[src/rtl/id_ex_hazard_ctrl.sv]
// ============================================================================
//  Module   : id_ex_hazard_ctrl
//  Purpose  : Pipeline hazard controller. Resolves load-use, taken branch,
//             jump and data-memory wait conditions into PC / IF-ID write
//             enables, IF/ID and ID/EX flushes and a whole-pipe freeze.
//             A two-state FSM tracks multi-cycle memory waits with a
//             timeout, and saturating counters record stalls and flushes.
//  Revision : 1.0 - initial release
// ============================================================================
`timescale 1ns/1ps
`default_nettype none

module id_ex_hazard_ctrl #(
  parameter int CNT_W   = 16,
  parameter int TIMEOUT = 64
) (
  input  logic             clk,
  input  logic             reset,
  input  logic [4:0]       ID_rs,
  input  logic [4:0]       ID_rt,
  input  logic             ID_use_rs,
  input  logic             ID_use_rt,
  input  logic             EX_MemtoReg,
  input  logic             EX_RegWr,
  input  logic [4:0]       EX_rt,
  input  logic             EX_branch_taken,
  input  logic             ID_jump,
  input  logic             MEM_req,
  input  logic             mem_ready,
  output logic             pc_write,
  output logic             IF_ID_write,
  output logic             IF_ID_flush,
  output logic             ID_EX_flush,
  output logic             pipe_freeze,
  output logic             mem_timeout,
  output logic [CNT_W-1:0] stall_count,
  output logic [CNT_W-1:0] flush_count
);

  typedef enum logic [0:0] {
    RUN      = 1'b0,
    MEM_WAIT = 1'b1
  } state_t;

  // Wait counter is 8 bits wide because TIMEOUT is limited to 255.
  localparam logic [7:0]       TIMEOUT_LIM = 8'(TIMEOUT);
  localparam logic [CNT_W-1:0] CNT_MAX     = '1;
  localparam logic [CNT_W-1:0] CNT_ONE     = CNT_W'(1);

  state_t           state_q, state_d;
  logic [7:0]       wait_cnt_q, wait_cnt_d;
  logic             timeout_q, timeout_d;
  logic [CNT_W-1:0] stall_q, stall_d;
  logic [CNT_W-1:0] flush_q, flush_d;

  logic w_load_use;
  logic w_mem_wait;
  logic w_stall_evt;
  logic w_flush_evt;

  // A load in EX whose destination is a source of the ID instruction.
  assign w_load_use = EX_MemtoReg & EX_RegWr & (EX_rt != 5'd0) &
                      ((ID_use_rs & (ID_rs == EX_rt)) |
                       (ID_use_rt & (ID_rt == EX_rt)));

  // Memory stall covers both the waiting state and the first cycle of a
  // not-yet-ready access, so the freeze starts without a cycle of lag.
  assign w_mem_wait = (state_q == MEM_WAIT) |
                      ((state_q == RUN) & MEM_req & ~mem_ready);

  // Prioritised control decode; everything is held low while in reset.
  always_comb begin
    pc_write    = 1'b0;
    IF_ID_write = 1'b0;
    IF_ID_flush = 1'b0;
    ID_EX_flush = 1'b0;
    pipe_freeze = 1'b0;
    w_stall_evt = 1'b0;
    w_flush_evt = 1'b0;
    if (!reset) begin
      if (w_mem_wait) begin
        // Branch, load-use and jump are deferred until memory releases.
        pipe_freeze = 1'b1;
        w_stall_evt = 1'b1;
      end else if (EX_branch_taken) begin
        // A coincident load-use instruction is on the wrong path and is
        // flushed along with everything else, so no stall is charged.
        IF_ID_flush = 1'b1;
        ID_EX_flush = 1'b1;
        pc_write    = 1'b1;
        IF_ID_write = 1'b1;
        w_flush_evt = 1'b1;
      end else if (w_load_use) begin
        // Single bubble: the bubble itself clears EX_MemtoReg next cycle.
        ID_EX_flush = 1'b1;
        w_stall_evt = 1'b1;
      end else if (ID_jump) begin
        IF_ID_flush = 1'b1;
        pc_write    = 1'b1;
        IF_ID_write = 1'b1;
        w_flush_evt = 1'b1;
      end else begin
        pc_write    = 1'b1;
        IF_ID_write = 1'b1;
      end
    end
  end

  // Next-state logic for the memory-wait FSM, timeout flag and counters.
  always_comb begin
    state_d    = state_q;
    wait_cnt_d = wait_cnt_q;
    timeout_d  = timeout_q;
    stall_d    = stall_q;
    flush_d    = flush_q;

    case (state_q)
      RUN: begin
        wait_cnt_d = 8'd0;
        if (MEM_req && !mem_ready) begin
          state_d = MEM_WAIT;
        end
      end
      MEM_WAIT: begin
        if (mem_ready) begin
          // This cycle is still frozen; the pipe advances on the next one.
          state_d    = RUN;
          wait_cnt_d = 8'd0;
        end else if ((wait_cnt_q + 8'd1) == TIMEOUT_LIM) begin
          // Give up on the access and let the pipe run; flag stays set.
          state_d    = RUN;
          wait_cnt_d = 8'd0;
          timeout_d  = 1'b1;
        end else begin
          wait_cnt_d = wait_cnt_q + 8'd1;
        end
      end
      default: begin
        state_d    = RUN;
        wait_cnt_d = 8'd0;
      end
    endcase

    if (w_stall_evt && (stall_q != CNT_MAX)) begin
      stall_d = stall_q + CNT_ONE;
    end
    if (w_flush_evt && (flush_q != CNT_MAX)) begin
      flush_d = flush_q + CNT_ONE;
    end
  end

  // State register; asynchronous reset aborts any wait in progress.
  always_ff @(posedge clk or posedge reset) begin
    if (reset) begin
      state_q    <= RUN;
      wait_cnt_q <= 8'd0;
      timeout_q  <= 1'b0;
      stall_q    <= '0;
      flush_q    <= '0;
    end else begin
      state_q    <= state_d;
      wait_cnt_q <= wait_cnt_d;
      timeout_q  <= timeout_d;
      stall_q    <= stall_d;
      flush_q    <= flush_d;
    end
  end

  assign mem_timeout = timeout_q;
  assign stall_count = stall_q;
  assign flush_count = flush_q;

endmodule

`default_nettype wire

[config.mk]
export PLATFORM = sky130hd
export DESIGN_NAME = id_ex_hazard_ctrl
export DESIGN_NICKNAME = d
export VERILOG_FILES = /design/src/rtl/id_ex_hazard_ctrl.sv
export SDC_FILE = /design/constraint.sdc
export NUM_CORES = 1
export LEC_CHECK = 0
export ABC_AREA = 1
export CAP_MARGIN = 20
export CORE_MARGIN = 2
export CORE_UTILIZATION = 40
export CTS_CLUSTER_DIAMETER = 100
export DETAILED_ROUTE_END_ITERATION = 7
export PLACE_DENSITY = 0.66
export SLEW_MARGIN = 5
export SYNTH_ARGS = -nofsm -noshare
export SYNTH_HDL_FRONTEND = slang
export SYNTH_SLANG_ARGS = --single-unit
[constraint.sdc]
create_clock -name clk -period 2.6 [get_ports clk]
set_input_delay 0.39 -clock clk [delete_from_list [all_inputs] [get_ports clk]]
set_output_delay 0.39 -clock clk [all_outputs]
set_load 0.03 [all_outputs]
==> impl_metrics.ini <==
[status]
status = complete, no violations

[sta]
hold_viol = 0
min_period_ns = 2.35
worst_hold_slack_ns = 0.459
tightest_slew_ns = 0.463
clock-skew-final_ns = 0.0141
drv_slew = 0
finalSetupTns_ns = 0
setup-violations-final = 0
max_slew_margin = 0.691
clock.fmax_mhz = 425
rsz0062_at_grt = no
min_period_over_period = 0.905

[run]
max_cap_viol_count = 0

[detailed_routing]
wl_per_cell_um = 11.4
drtIter0Drc = 92
first_pass_iters = 4
ant_nets = 0
viasPerCell = 4.76
vias = 2489
routed_wl_um = 5950
drc_errors = 0

[clocking]
cts_buffer_depth = 2
cts_made_buffers = 5
cts_setup_buffers = 0
clk_root_buffer_cell = clkbuf_8
cts-resized-gates = 0
cts-hold-fix-buffers = 0
insertion_delay_ns = 0.31
htreeDepth = 2
cts_sinks = 42
clk_pin_slew_worst_paths_ns = 0.08
cts_tree = built

[synthesis]
synth_flop_cell = dfrtp_1
synth_edf_count = 0
synth_common_cells = 144 x nand2_1, 42 x dfrtp_1, 41 x nor2_1
synth.area.top_cells = dfrtp_1 39%, nand2_1 20%, nor2_1 5.7%
ys_types = 28
synth_top_area_frac = 0.391
yosysTopAreaCell = dfrtp_1
synth_seq_cells = 42
ys_warn_count = 0
synth_seq_area_share = 0.391
mappedNetlistNets = 407
synth.most_common_cell = nand2_1
async_flop_share = 1.00
syn-cell-area_sq_mm = 0.00269
syn_avg_cell_area_sq_um = 7.09
synth_cells = 379

[setup_path]
crit_type = input port to output port
endpoint_kind = output port
worstPathRequired_ns = 2.21
r2r_start = stall_count[0]$_DFFE_PP0P_
reg2reg_depth = 9
worstSetupStartpointType = input port
r2r_end = stall_count[11]$_DFFE_PP0P_
arrival_ns = 1.96
r2r_setup_slack_ns = 0.51
cp_max_fo = 6

[floorplanning]
chipHeight_um = 86.0
initial_utilization = 0.418
dieArea_sq_mm = 0.00739
chipWidth_um = 86.0
std_cell_rows = 29
core_sq_mm = 0.00642
ios = 63

[global_routing]
grt-ovfl-total = 0
antenna_found_initial = 0
grt_usage = 0.170
grt_pass1_wl_um = 10300
grt_max_degree = 43
grt_pass1_vias = 2307

[place]
hpwlAfterDp_um = 4540
numPortBuffers = 62
gp_congestion = 0.862
placed_cells = 515

[finish]
final_layout_size_suffix_gt1_frac = 0.0762
fin_cells = 523
area_growth_pct = 28.9
nNetsFinal = 473
diodes = 0

[worst_hold_path]
hold_path_class = flop to flop
hold_depth = 1
worstHoldEndpoint = wait_cnt_q[0]$_DFF_PP0_
hp-start = wait_cnt_q[0]$_DFF_PP0_

[pwr]
ir_worst_vdd_mv = 0.388
p_leak_nw = 1.73
power.total_mw = 1.78
power_density_mw_per_mm2 = 513
placed cells by master (no fill, tap or decap), types with 2 or more instances in the layout:
cell	count
nand2_1	144
clkdlybuf4s50_1	58
dfrtp_1	42
nor2_1	41
inv_1	39
nand4_1	24
nand3_1	19
xor2_1	16
xnor2_1	13
buf_4	8
inv_2	6
nor2_2	5
clkbuf_8	5
nor3_1	4
nand3_2	3
ha_1	3
o21bai_1	2
a21oi_1	2
nor4_1	2
final cells by class:
type | instances | area (sq um)
Clock buffer | 6 | 72.6
Tap cell | 77 | 96.3
Sequential cell | 42 | 1050
Inverter | 45 | 169
Fill cell | 622 | 2960
Timing Repair Buffer | 66 | 641
Clock inverter | 2 | 13.8
Multi-Input combinational cell | 285 | 1420
registers in the layout, indices dropped and copies added (netlist names):
name / cells
wait_cnt_q: 8
state_q: 1
flush_count: 16
stall_count: 16
mem_timeout: 1
cells by family after synthesis:
logic type	after synthesis	synth area share
xor+xnor	29	0.0945
flops	42	0.391
fa+ha+maj	3	0.0140
buf+inv	52	0.0805
compound gates	6	0.0140
simple gates	247	0.406
worst max-delay path: stages:
cell             delay, ns
clkdlybuf4s50_1       0.54
inv_2                 0.05
nand2_1               0.07
nand2_1               0.05
nor2_1                0.11
nand3_1               0.09
nand2_1               0.11
nand3_2               0.14
nand3_1               0.18
inv_1                 0.06
buf_4                 0.16
metal layers:
metal / wire [um] / up-vias / GRT usage
met1: 3020 / 1117 / 0.237
met3: 201 / 9 / 0.0289
li1: - / 1319 / -
met5: 0 / - / 0
met2: 2630 / 44 / 0.268
met4: 97 / 0 / 0.0577
where the power goes:
part	total [mW]	internal (mW)	switching, mW
sequential	0.798	0.715	0.0829
combinational	0.551	0.231	0.320
clock	0.429	0.190	0.240
total	1.78	1.14	0.643
worst max-delay path by stage:
stage	startpoint	to	slack [ns]
global placement	EX_rt[1]	IF_ID_flush	0.29
floorplan	reset	stall_count[1]$_DFFE_PP0P_	0.27
global route	EX_rt[4]	IF_ID_flush	0.09
finish	EX_rt[1]	IF_ID_flush	0.25
detailed placement	EX_rt[1]	IF_ID_flush	0.24
CTS	EX_rt[1]	IF_ID_flush	0.24
through the flow:
stage | cell area (sq um) | util | worst slack (ns)
2_1_floorplan | 2690 | - | 0.266
3_3_place_gp | 3380 | 0.526 | 0.288
3_5_place_dp | 3380 | 0.526 | 0.238
4_1_cts | 3460 | 0.539 | 0.238
5_1_grt | 3460 | 0.539 | 0.0949
6_report | 3460 | 0.539 | 0.246
Note: power is estimated with default switching activity, not from simulation.
